--- config.mk ---
export PLATFORM = sky130hd
export DESIGN_NAME = hazard_ctrl
export DESIGN_NICKNAME = d
export VERILOG_FILES = /design/src/rtl/hazard_ctrl.sv
export SDC_FILE = /design/constraint.sdc
export NUM_CORES = 1
export LEC_CHECK = 0
export ABC_AREA = 1
export BUFFER_PORTS_ARGS = -buffer_cell sky130_fd_sc_hd__buf_2
export CAP_MARGIN = 10
export CORE_ASPECT_RATIO = 1.4
export CORE_MARGIN = 1.5
export CORE_UTILIZATION = 55
export DETAILED_ROUTE_END_ITERATION = 8
export PLACE_DENSITY = 0.84
export SYNTH_ARGS = -nofsm -noshare
export SYNTH_HDL_FRONTEND = slang
export SYNTH_SLANG_ARGS = --single-unit
--- constraint.sdc ---
create_clock -name clk -period 3.9 [get_ports clk]
set_input_delay 0 -clock clk [delete_from_list [all_inputs] [get_ports clk]]
set_output_delay 0 -clock clk [all_outputs]
set_load 0.01 [all_outputs]
--- src/rtl/hazard_ctrl.sv ---
// Pipeline hazard controller: stalls, flushes and bubbles for a 5-stage pipe,
// with saturating counters for stalled cycles and taken-branch flushes.
module hazard_ctrl (
  input  logic        clk,
  input  logic        rst,
  input  logic [2:0]  Rs_id,
  input  logic [2:0]  Rt_id,
  input  logic        Rs_valid_id,
  input  logic        Rt_valid_id,
  input  logic [2:0]  Rd_id_ex,
  input  logic        Rd_valid_id_ex,
  input  logic        WriteReg_id_ex,
  input  logic        MemRead_id_ex,
  input  logic        branch_taken_ex,
  input  logic        halt_id,
  input  logic        mem_stall,
  output logic        pc_write,
  output logic        if_id_write,
  output logic        id_ex_write,
  output logic        ex_mem_write,
  output logic        if_id_flush,
  output logic        id_ex_flush,
  output logic        id_ex_bubble,
  output logic [1:0]  state,
  output logic [15:0] stall_cycles,
  output logic [7:0]  flush_count
);

  typedef enum logic [1:0] {
    RUN      = 2'b00,
    MEM_WAIT = 2'b01,
    FLUSH    = 2'b10,
    HALTED   = 2'b11
  } state_e;

  state_e      state_q, state_d;
  logic [15:0] stall_cycles_q, stall_cycles_d;
  logic [7:0]  flush_count_q, flush_count_d;
  logic        load_use;
  logic        flush_event;

  assign load_use = MemRead_id_ex & WriteReg_id_ex & Rd_valid_id_ex &
                    ((Rs_valid_id & (Rs_id == Rd_id_ex)) |
                     (Rt_valid_id & (Rt_id == Rd_id_ex)));

  always_comb begin
    // NOTE: every output gets a default first so no path can infer a latch.
    pc_write     = 1'b1;
    if_id_write  = 1'b1;
    id_ex_write  = 1'b1;
    ex_mem_write = 1'b1;
    if_id_flush  = 1'b0;
    id_ex_flush  = 1'b0;
    id_ex_bubble = 1'b0;
    flush_event  = 1'b0;
    state_d      = state_q;

    if (state_q == HALTED) begin
      pc_write     = 1'b0;
      if_id_write  = 1'b0;
      id_ex_bubble = 1'b1;
    end else if (mem_stall) begin
      pc_write     = 1'b0;
      if_id_write  = 1'b0;
      id_ex_write  = 1'b0;
      ex_mem_write = 1'b0;
      state_d      = MEM_WAIT;
    end else if (branch_taken_ex) begin
      if_id_flush  = 1'b1;
      id_ex_flush  = 1'b1;
      flush_event  = 1'b1;
      state_d      = FLUSH;
    end else if (load_use && state_q != FLUSH) begin
      // The load advances into MEM, so one bubble resolves the hazard.
      pc_write     = 1'b0;
      if_id_write  = 1'b0;
      id_ex_bubble = 1'b1;
      state_d      = RUN;
    end else if (halt_id && state_q != FLUSH) begin
      pc_write     = 1'b0;
      if_id_write  = 1'b0;
      state_d      = HALTED;
    end else begin
      state_d      = RUN;
    end

    // Reset blanks all enables immediately, without waiting for an edge.
    if (!rst) begin
      pc_write     = 1'b0;
      if_id_write  = 1'b0;
      id_ex_write  = 1'b0;
      ex_mem_write = 1'b0;
      if_id_flush  = 1'b0;
      id_ex_flush  = 1'b0;
      id_ex_bubble = 1'b0;
    end
  end

  always_comb begin
    stall_cycles_d = stall_cycles_q;
    flush_count_d  = flush_count_q;
    if (!pc_write && state_q != HALTED && stall_cycles_q != 16'hFFFF)
      stall_cycles_d = stall_cycles_q + 16'd1;
    if (flush_event && flush_count_q != 8'hFF)
      flush_count_d = flush_count_q + 8'd1;
  end

  // NOTE: sequential state uses non-blocking assignments so all registers
  // update together from values sampled at the same edge.
  always_ff @(posedge clk or negedge rst) begin
    if (!rst) begin
      state_q        <= RUN;
      stall_cycles_q <= 16'd0;
      flush_count_q  <= 8'd0;
    end else begin
      state_q        <= state_d;
      stall_cycles_q <= stall_cycles_d;
      flush_count_q  <= flush_count_d;
    end
  end

  assign state        = state_q;
  assign stall_cycles = stall_cycles_q;
  assign flush_count  = flush_count_q;

endmodule

Yosys cells after proc, flatten, opt, wreduce, memory -nomap -nowiden
Cells that the tools add are included.

storage, ports and cells
  register bits = 26
  output and inout bits = 33
  logic and storage cells = 46

cells by class
  $add $sub $neg = 2
  equal/unequal tests = 7
  multiplexer cells = 22
  bitwise operators = 6
  reductions and logical operators = 6

operators by type and width
  kind                                                              number
  1-bit 2-to-1 mux                                                  18
  16-bit by 1-bit adder with 16-bit output (second input constant)  1
  16-bit != test (second input constant)                            1
  8-bit by 1-bit adder with 8-bit output (second input constant)    1
  2-bit 2-to-1 mux                                                  4
  8-bit != test (second input constant)                             1
  3-bit == test                                                     2
  1-bit bitwise AND                                                 5
  1-bit logical AND                                                 5
  2-bit != test (second input constant)                             2
  2-bit == test (second input constant)                             1
  1-bit logical NOT                                                 1
  1-bit OR                                                          1

Depth between registers and ports, before layout
  depth in word-level cells = 13
  mapped depth = 12
  depth with buffers taken out = 11

Worst setup path after synthesis
No wires, ideal clock.

  path type = register -> register
  from = register stall_cycles_q[0], in the netlist stall_cycles[0]
  to = register stall_cycles_q[3], in the netlist stall_cycles[3]
  setup time = 0.117 ns
  data arrival time = 1.490 ns
  slack = 2.293 ns
  cell stages (with the launch flop) = 11
  cells stage by stage = dfrtp_1 > ha_1 > nand3_2 > inv_2 > nand3b_2 > nor2_4 > nor2_4 > nand3_4 > buf_8 > nand2_1 > nand2_1

between the ends
  cells in the longest elaborated chain, start to end = 2

RTL lines
  what                                                                              line  text
  start: declaration                                                                37    logic [15:0] stall_cycles_q, stall_cycles_d;
  start signal: assignment                                                          117   stall_cycles_q <= stall_cycles_d;
  branches (longest 2 deep; another with 16-bit by 1-bit adder with 16-bit output)  --

Parallel ways; which one is timed is not known.
A chain may end at the register's enable or synchronous reset.

Final worst setup path
  from = register stall_cycles_q[0], in the netlist stall_cycles[0]
  to = register stall_cycles_q[4], in the netlist stall_cycles[4]

The elaborated chain is that of the path after synthesis.

==> results.md <==
- The wire length of the first global-routing pass is 6540 um.
- The number of hold violations in the final report is 0.
- The number of antenna diodes in the final layout is 0.
- The clock drives 26 sinks.
- The via count normalized by instance count is 5.17.
- STA puts the critical path data arrival time at 2.06 ns.
- The area of the core region is 0.00309 mm2.
- The average instance in the mapped netlist occupies 7.26 um2.
- Summing internal, switching and leakage power gives 0.898 mW.
- The maximum clock frequency is 0.527 GHz.
- The layout has 285 filler cells.
- The routed length per placed instance is 11.6 um.
- The die outline area is 0.00355 mm2.
- The number of nets handed over by synthesis was 263.
- For this run, the register share of the synthesized area comes to 0.370.
- The H-tree depth reported by CTS is 1.
- Adding up every negative setup slack in the final design gives 0 ns.
- The number of global-route vias before repair came to 1,626.
- Summed over all cells, the static leakage comes to 1.16 nW.
- In this run, placement finished with an instance count of 325.
- The worst setup path is captured at a flop.
- After global routing the overflow that remains totals 0.
- For this run, design rule violations remaining after detail routing come to 0.
- The tightest min-delay check is of the primary input to flop type.
- The critical path is of the flop to flop type.
- The number of failing setup endpoints in the final timing report is 0.
- VDD sags by at most 0.321 mV.
- In this run, synthesis produced a sequential element count of 26.
- The count of final max-slew check failures was 0.
- The flow ran to the end, and the final reports show no timing, DRC or antenna violations.
- The tree is rooted in a clkbuf_8.
- The minimum clock period is 1.90 ns.
- The count of cells in the finished layout, fillers not included, comes to 331.
- The power per unit of standard cell area is 431 mW/mm2.
- The maximum net fanout on the critical path is 17.
- After clock tree synthesis, the clock-pin slew on the worst setup and hold paths is 0.09 ns.
- The die span in y is 69.9 um.
- The synthesized cell area is 0.00176 mm2.
- The number of antenna violations at the first check in global routing is 0.
- For this configuration, the core starts out at a cell density of 0.568.
- In the final design database the tool counted 314 nets.
- The post-synthesis to final-layout area growth is 18.6%.
- Traced cell by cell, the critical path runs through ha_1 -> nand3_2 -> inv_2 -> nand3b_2 -> nor2_4 -> nor2_4 -> nand3_4 -> nand2_1 -> nand2_1.
- For this run, the total global-route usage over all layers was measured as 0.230.
- For this design, the slowest cell found on the critical path is dfrtp_1.
- The library cell with the largest summed area after synthesis is dfrtp_1.
- Leaving out fill and tap cells, the most frequent cells in the layout are 81 x nand2_1, 51 x buf_2, 30 x nor2_1.
- The area fraction of the dominant cell type after synthesis is 0.370.
- The number of distinct standard cells referenced by the synthesized netlist is 26.
- The routed wire length is 3830 um.
- The number of clock buffers inserted by TritonCTS is 3.
- For this design the top-level I/O count stands at 52.
- The TritonCTS clock tree is built.
- After synthesis, the cell types taking the most area are dfrtp_1 37%, nand2_1 17%, nand4_1 7.8%.
- Entering global routing, the biggest net connects 30 pins.
- The library cell used most frequently in the layout, excluding fill and tap cells, is nand2_1.
- The worst slew margin relative to its limit is 0.559.
- STA classifies the critical path startpoint as a flop.
- The clock latency reported for the late side of the worst-skew pair is 0.27 ns.
- The worst clock skew is 0.00247 ns.
- The first detailed-routing pass ran for 4 iterations.
- Setup repair after global routing left no endpoint under its margin.
- Gates resized during post-CTS repair numbered 0.
- The final critical-path share of the clock period is 0.486.
- The post-DP HPWL is 2870 um.
- For this run, the slowest stage of the critical path takes 0.43 ns.
- The detail route stage leaves a number of antenna-violating nets equal to 0.
- The actual transition at the worst max-transition pin is 0.661 ns.
- For the worst setup path, the data required time is 4.06 ns.
- The fraction of final layout cells with drive strength greater than 1 is 0.240.
- Synthesis produced a netlist whose cell count is 242.
- The vias after detailed routing is 1,710.
- Max-cap violations in this run came to 0.
- The buffer levels on the longest clock path is 2.
- During placement, the flow inserted port buffers numbering 51.
- The detailed router finished its first iteration with 47 violations.
- The total number of yosys warnings is 0.
- The site row count is 24.
- The floorplan die width is 50.8 um.
- At the end of routability-driven placement, the weighted congestion stood at 0.881.
[Yosys cell counts]
master / n
nand2_1: 81
nor2_1: 30
dfrtp_1: 26
inv_1: 23
nand4_1: 22
nand3_1: 11
xnor2_1: 9
xor2_1: 8
inv_2: 5
buf_4: 3
mux2_1: 3
o21ai_0: 3
buf_2: 2
ha_1: 2
nand2_2: 2
nor2_4: 2
a21oi_1: 1
a31oi_1: 1
buf_8: 1
clkbuf_1: 1
nand2_4: 1
nand3_2: 1
nand3_4: 1
nand3b_2: 1
nor2_2: 1
nor3_4: 1
[cell families (layout without fill, tap and decap cells)]
kind of cell | Yosys count | in the layout | share of synthesized area
AND/OR/NAND/NOR | 154 | 154 | 0.408
flip-flops | 26 | 26 | 0.370
XOR/XNOR | 17 | 17 | 0.0847
multiplexers | 3 | 3 | 0.0192
buffers and inverters | 35 | 85 | 0.0890
adder cells (fa/ha/maj) | 2 | 2 | 0.0142
AO/OA/AOI/OAI | 5 | 5 | 0.0149
[worst paths after layout]
kind                                                to  cells past startpoint                         from  slack [ns]
max reg2reg                stall_cycles[4]$_DFFE_PN0P_                      9  stall_cycles[0]$_DFFE_PN0P_        2.00
max in group asynchronous   flush_count[7]$_DFFE_PN0P_                      2                          rst        3.19
min reg2reg                 flush_count[6]$_DFFE_PN0P_                      1   flush_count[6]$_DFFE_PN0P_        0.51
max                        stall_cycles[4]$_DFFE_PN0P_                      9  stall_cycles[0]$_DFFE_PN0P_        2.00
min in group asynchronous  stall_cycles[9]$_DFFE_PN0P_                      2                          rst        0.29
min                               state[0]$_DFFE_PN0N_                      3                    mem_stall        0.02
[registers in the layout (all words and copies together) (netlist names)]
register and count:
flush_count 8, state 2, stall_cycles 16
[metal layers]
layer / share of wire / track usage / vias to the layer above
li1: - / - / 873
met1: 0.44 / 0.284 / 788
met2: 0.52 / 0.420 / 43
met3: 0.031 / 0.0192 / 6
met4: 0.013 / 0.0631 / 0
met5: 0 / 0 / -
[worst max-delay path: cells and delay by family, from the launching register on]
family,cells,cell delay [ns]
adders and majority gates,1,0.26
buffers and inverters,1,0.05
DFF,1,0.43
and+or+nand+nor,7,1.04
[layout make-up]
cell class                 instances  area, um2  share of cell area
timing repair buffer              53        275               0.132
tap                               39       48.8              0.0234
inverter                          28        105              0.0504
sequential                        26        651               0.312
multi-input combinational        181        951               0.456
clock buffer                       4       55.1              0.0264
[stage by stage]
step                      utilization  hold slack [ns]  instance area (um2)  setup slack, ns
after floorplan                     -           -0.296                 1760             2.29
after global placement          0.650           0.0542                 2010             2.11
after detailed placement        0.650           0.0657                 2010             2.01
after CTS                       0.674           0.0225                 2090             2.00
after global routing            0.674           0.0410                 2090             1.85
final                           0.674           0.0187                 2090             2.00
[power breakdown]
group          switching, mW  internal, mW
Sequential            0.0649         0.322
Clock                 0.0859        0.0903
Combinational          0.203         0.132
[repair_timing]
| item | in CTS | in global routing |
|---|---|---|
| endpoints found under the hold margin | 27 | 0 |
| hold buffers | 2 | 0 |
| setup buffers | 0 | 0 |
No activity file was read; power rests on OpenSTA's default activity.
